File: src/rtl/mem_port_arbiter_pkg.sv
// Shared definitions for the instruction/data RAM port arbiter.
// Holds the owner encoding of the in-flight read and the address/data
// width defaults shared with the core.
package mem_port_arbiter_pkg;

  // Width defaults shared with the core.
  localparam int unsigned DEF_DBITS    = 32;
  localparam int unsigned DEF_ADDRBITS = 16;
  localparam int unsigned DEF_WORDBITS = 2;

  // Streak counter width; large enough for any STARVE_LIMIT in 1..15.
  localparam int unsigned STREAKBITS = 4;

  // Who owns the read response due this cycle.
  typedef enum logic [1:0] {
    OWN_NONE = 2'b00,
    OWN_IF   = 2'b01,
    OWN_DR   = 2'b10
  } owner_t;

endpackage : mem_port_arbiter_pkg

File: src/rtl/mem_port_arbiter_sat_counter.sv
// Saturating up-counter.
// Ports:
//   clk, reset : clock, asynchronous active-high reset (clears to 0)
//   inc        : count enable
//   count      : current value, sticks at all-ones
module sat_counter #(
  parameter int unsigned WIDTH = 16
) (
  input  logic             clk,
  input  logic             reset,
  input  logic             inc,
  output logic [WIDTH-1:0] count
);

  logic at_max;

  assign at_max = &count;

  // Count up on inc, hold once saturated.
  always_ff @(posedge clk or posedge reset) begin
    if (reset) begin
      count <= '0;
    end else if (inc && !at_max) begin
      count <= count + WIDTH'(1);
    end
  end

endmodule : sat_counter

File: src/rtl/mem_port_arbiter.sv
// Arbiter sharing one single-port synchronous RAM (1-cycle read latency)
// between the fetch (if_*) and data (dm_*) requesters.
// Data wins contention unless fetch has lost STARVE_LIMIT grants in a row.
// Read data is routed back to whichever side owned the previous-cycle read;
// a flush suppresses a fetch response arriving in the same cycle.
// Ports:
//   clk, reset              : clock, asynchronous active-high reset
//   if_req/if_addr          : fetch request and byte address
//   if_gnt                  : fetch accepted this cycle (combinational)
//   if_rvalid/if_rdata      : fetch read response
//   dm_req/we/addr/wdata    : data request (we=1 store, 0 load)
//   dm_gnt                  : data accepted this cycle (combinational)
//   dm_rvalid/dm_rdata      : load read response
//   flush                   : redirect; kills pending and new fetch
//   ram_en/we/addr/wdata    : RAM command, ram_addr is a word index
//   ram_rdata               : RAM read data, valid the cycle after ram_en
//   conflict_cnt            : saturating count of cycles fetch lost
module mem_port_arbiter
  import mem_port_arbiter_pkg::*;
#(
  parameter int unsigned DBITS        = DEF_DBITS,
  parameter int unsigned ADDRBITS     = DEF_ADDRBITS,
  parameter int unsigned WORDBITS     = DEF_WORDBITS,
  parameter int unsigned STARVE_LIMIT = 4,
  parameter int unsigned CNTBITS      = 16
) (
  input  logic                         clk,
  input  logic                         reset,
  input  logic                         if_req,
  input  logic [DBITS-1:0]             if_addr,
  output logic                         if_gnt,
  output logic                         if_rvalid,
  output logic [DBITS-1:0]             if_rdata,
  input  logic                         dm_req,
  input  logic                         dm_we,
  input  logic [DBITS-1:0]             dm_addr,
  input  logic [DBITS-1:0]             dm_wdata,
  output logic                         dm_gnt,
  output logic                         dm_rvalid,
  output logic [DBITS-1:0]             dm_rdata,
  input  logic                         flush,
  output logic                         ram_en,
  output logic                         ram_we,
  output logic [ADDRBITS-WORDBITS-1:0] ram_addr,
  output logic [DBITS-1:0]             ram_wdata,
  input  logic [DBITS-1:0]             ram_rdata,
  output logic [CNTBITS-1:0]           conflict_cnt
);

  localparam logic [STREAKBITS-1:0] STREAK_MAX = STREAKBITS'(STARVE_LIMIT);

  owner_t                owner_q;
  owner_t                owner_d;
  logic [STREAKBITS-1:0] streak_q;
  logic [STREAKBITS-1:0] streak_d;
  logic                  force_if;
  logic                  lost_fetch;
  logic                  unused_addr_bits;

  // Address bits outside the RAM window and the byte offset are don't-care.
  assign unused_addr_bits = ^{if_addr, dm_addr};

  assign force_if = (streak_q == STREAK_MAX);

  // Arbitration: data first, fetch forced through after a losing streak.
  // Nothing is granted while reset is held.
  always_comb begin
    if_gnt = 1'b0;
    dm_gnt = 1'b0;
    if (!reset) begin
      if_gnt = if_req & ~flush & (~dm_req | force_if);
      dm_gnt = dm_req & ~if_gnt;
    end
  end

  // RAM command from the winner.
  assign ram_en    = if_gnt | dm_gnt;
  assign ram_we    = dm_gnt & dm_we;
  assign ram_wdata = dm_wdata;
  assign ram_addr  = if_gnt ? if_addr[ADDRBITS-1:WORDBITS]
                            : dm_addr[ADDRBITS-1:WORDBITS];

  // Response routing from last cycle's owner.
  assign dm_rvalid = (owner_q == OWN_DR);
  assign if_rvalid = (owner_q == OWN_IF) & ~flush;
  assign if_rdata  = ram_rdata;
  assign dm_rdata  = ram_rdata;

  // Fetch lost this cycle; a flushed fetch is not a loss.
  assign lost_fetch = if_req & ~if_gnt & ~flush;

  // Next owner and starvation streak.
  always_comb begin
    owner_d  = OWN_NONE;
    streak_d = streak_q;
    if (if_gnt) begin
      owner_d = OWN_IF;
    end else if (dm_gnt && !dm_we) begin
      owner_d = OWN_DR;
    end
    if (flush || !if_req || if_gnt) begin
      streak_d = '0;
    end else if (dm_gnt && (streak_q != STREAK_MAX)) begin
      streak_d = streak_q + STREAKBITS'(1);
    end
  end

  // State registers; reset drops any read in flight.
  always_ff @(posedge clk or posedge reset) begin
    if (reset) begin
      owner_q  <= OWN_NONE;
      streak_q <= '0;
    end else begin
      owner_q  <= owner_d;
      streak_q <= streak_d;
    end
  end

  sat_counter #(
    .WIDTH (CNTBITS)
  ) u_conflict_cnt (
    .clk   (clk),
    .reset (reset),
    .inc   (lost_fetch),
    .count (conflict_cnt)
  );

endmodule : mem_port_arbiter

File: config.mk
export PLATFORM = sky130hd
export DESIGN_NAME = mem_port_arbiter
export DESIGN_NICKNAME = d
export VERILOG_FILES = /design/src/rtl/mem_port_arbiter_pkg.sv /design/src/rtl/mem_port_arbiter_sat_counter.sv /design/src/rtl/mem_port_arbiter.sv
export SDC_FILE = /design/constraint.sdc
export NUM_CORES = 1
export LEC_CHECK = 0
export ABC_AREA = 0
export BUFFER_PORTS_ARGS = -buffer_cell sky130_fd_sc_hd__buf_2
export CAP_MARGIN = 20
export CELL_PAD_IN_SITES_DETAIL_PLACEMENT = 2
export CELL_PAD_IN_SITES_GLOBAL_PLACEMENT = 2
export CORE_MARGIN = 2
export CORE_UTILIZATION = 16
export DETAILED_ROUTE_END_ITERATION = 6
export PLACE_DENSITY = 0.95
export SLEW_MARGIN = 0
export SYNTH_ARGS = -nofsm -noshare
export SYNTH_HDL_FRONTEND = slang
export SYNTH_SLANG_ARGS = --single-unit
File: constraint.sdc
create_clock -name clk -period 3.7 [get_ports clk]
set_input_delay 0.37 -clock clk [delete_from_list [all_inputs] [get_ports clk]]
set_output_delay 0.37 -clock clk [all_outputs]
set_load 0.03 [all_outputs]
==> results.txt <==
----------------------------------------------------
[Clocking]
  Insertion delay of the later-clocked pin in the worst-skew pair ... 0.26 ns
  Buffers inserted during post-CTS setup optimization ... 0
  CTS clock-pin slew for the worst setup and hold paths ... 0.06 ns
  Clock tree from TritonCTS ... done
  Post_cts resized ... 0
  Maximum buffer depth of the clock tree ... 2
  Sink count of the clock tree ... 22
  Count of H-tree levels built during CTS ... 1
  Root Buffer Master ... sky130_fd_sc_hd__clkbuf_16
  Post-cts hold buffer count ... 0
  TritonCTS buffer count ... 3

[Placed design]
  Cell area reported after detailed placement ... 0.00196 sq mm
  Sum of net half-perimeters after detailed placement ... 4170 microns
  IO Port Bufs ... 69
  Placed cell count ... 372
  Routability congestion estimate from global placement ... 0.720

[Logic synthesis]
  Number of enable flip-flop cells after synthesis ... 0
  Async set-or-reset flop fraction in the synthesized netlist ... 1.00
  Area of the mapped netlist ... 0.00215 sq mm
  Seq/Total Area, Yosys ... 0.256
  #FFs+latches synth ... 22
  Instance count of the mapped netlist ... 226
  Top FF cell, synth ... sky130_fd_sc_hd__dfrtp_1
  Yosys cell types ... 37
  Mean post-synth cell area ... 9.51 sq um
  YS warnings ... 0
  Synthesized netlist net count ... 363

[Cells and area]
  Final Cell Area ... 0.00206 sq mm
  Fillers ... 1500
  Number of nets in the layout ... 338
  Most common library cell in the layout ignoring fill and taps ... sky130_fd_sc_hd__buf_2
  Final non-filler cell total ... 376
  Layout cell share with drive strength beyond 1 ... 0.480
  Area growth from synthesis to layout ... -4.13%
  Total inserted antenna cells ... 0
  Commonest cells after routing, fill and taps aside ... 69 x sky130_fd_sc_hd__buf_2, 22 x sky130_fd_sc_hd__dfrtp_1, 14 x sky130_fd_sc_hd__xnor2_1, 9 x sky130_fd_sc_hd__mux2_4

[Die]
  X dimension of the die ... 120 microns
  Chip height ... 120 microns
  Core region area ... 0.0132 sq mm
  Die area ... 0.0144 sq mm
  IO Pins ... 266
  Initial Util ... 0.163
  FP Rows ... 42

[Power and ir drop]
  Total power density per cell area ... 419 mW/mm^2
  Peak VDD IR ... 0.0990 mV
  Lkg Pwr ... 0.925 nW

[Setup path]
  Critical Path AT ... 2.57 ns
  Worst Setup Start Kind ... flip-flop
  WP data required ... 3.33 ns
  Type of the worst setup path ... reg -> out
  Flop-to-flop setup slack ... 1.50 ns
  Worst Path Max Fanout ... 16
  CP Capture Type ... primary output

[STA]
  Final total negative setup slack ... 0 ns
  Rel. slew slack ... 0.387
  Clock period minus final worst setup slack ... 2.94 ns
  Clock Skew ... 0.00446 ns
  Final cycle utilization of the critical path ... 0.795
  Setup repair after global routing missed its margin ... false
  Total setup violations reported at the end of the flow ... 0
  Least-Margin Pin Slew ... 0.916 ns
  F_max ... 340 MHz
  Final Slew Violations ... 0
  Final hold violation count ... 0

[Drt]
  Antenna viol nets, final ... 0
  DR vias/cell ... 3.61
  First-iteration detailed-routing DRC count ... 36
  Average wire length per cell after detail routing ... 13.8 microns
  Detailed-route wire length ... 5190 microns
  DRC errors left ... 0
  Total iterations of the first detailed-routing run ... 2
  Total number of vias ... 1359

[Global routing]
  Wire length of the first global-routing pass ... 8250 microns
  Pin count of the biggest net entering global routing ... 26
  GRT Resource Usage Total ... 0.0720
  Antenna violations before repair ... 0
  Number of global-route vias before repair ... 1518
  GRT overflow ... 0

[Flow run]
  Max-Cap Viols ... 0

[Hold path]
  HP Class ... in -> async

[Outcome]
  Result of the run ... finished, final reports clean

----------------------------------------------------
## cell type report
type                    instances  area, sq um  share of cell area
clock buffers                   3         75.1              0.0364
clock inverters                 1         30.0              0.0146
inverters                       4         15.0             0.00729
multi-input cells             100          817               0.396
flip-flops and latches         22          551               0.267
well taps                     176          220               0.107
repair buffers                 70          353               0.171
## power breakdown
group          switching [W]  internal, W
clock              0.0000942     0.000215
combinational       0.000153    0.0000887
sequential         0.0000440     0.000269
## routing by layer
metal / vias up / wire length [microns] / GRT usage
li1: 620 / - / -
met3: 16 / 441 / 0.0309
met1: 681 / 1900 / 0.0806
met2: 42 / 2760 / 0.120
met4: 0 / 82 / 0.0294
met5: - / 0 / 0
## worst paths after layout
path,from,end,depth (start not counted)
worst min register to register,u_conflict_cnt.count[10],u_conflict_cnt.count[10],1
worst max register to register,streak_q[0],u_conflict_cnt.count[15],6
max in group asynchronous,reset,u_conflict_cnt.count[8],3
worst min-delay path,reset,streak_q[1],3
min in group clk,dm_we,owner_q[1],2
worst max-delay path,streak_q[0],ram_addr[2],7
## registers in the layout, summed over array words and instances, names as in the netlist
register / cells
streak_q: 4
owner_q: 2
u_conflict_cnt.count: 16
## synth_stat cells, types with 4 or more instances
cell / number / area, sq um
sky130_fd_sc_hd__mux2_4: 9 / 135
sky130_fd_sc_hd__buf_4: 96 / 721
sky130_fd_sc_hd__nand4_1: 8 / 50.1
sky130_fd_sc_hd__inv_1: 4 / 15.0
sky130_fd_sc_hd__mux2_2: 6 / 67.6
sky130_fd_sc_hd__dfrtp_1: 22 / 551
sky130_fd_sc_hd__nand3_1: 8 / 40.0
sky130_fd_sc_hd__nand2_1: 7 / 26.3
sky130_fd_sc_hd__a21oi_1: 6 / 30.0
sky130_fd_sc_hd__and3_1: 5 / 31.3
sky130_fd_sc_hd__xnor2_1: 14 / 123
sky130_fd_sc_hd__o211ai_1: 4 / 30.0
## kinds of logic after synthesis
kind of cell / after synthesis / synth area share
fa+ha+maj: 3 / 0.0175
mux: 16 / 0.0995
buf+inv: 104 / 0.364
flops: 22 / 0.256
xor+xnor: 14 / 0.0570
simple gates: 52 / 0.154
compound gates: 15 / 0.0524
## critical path: stages (launching register included)
cell                       delay (ns)
sky130_fd_sc_hd__dfrtp_1         0.41
sky130_fd_sc_hd__inv_1           0.09
sky130_fd_sc_hd__ha_1            0.20
sky130_fd_sc_hd__nand3b_2        0.11
sky130_fd_sc_hd__and2_4          0.20
sky130_fd_sc_hd__nor3_4          0.70
sky130_fd_sc_hd__mux2_2          0.41
sky130_fd_sc_hd__buf_2           0.18
## stage by stage
step,worst slack [ns],utilization,total power [W],hold WS (ns)
CTS,0.734,0.156,0.000878,0.297
detailed placement,1.02,0.148,0.000563,0.509
global placement,1.09,0.148,0.000553,0.484
finish,0.760,0.156,0.000864,0.284
global route,0.627,0.156,0.000912,0.303
floorplan,1.43,-,0.000668,0.407
(Power assumes the default switching activity.)
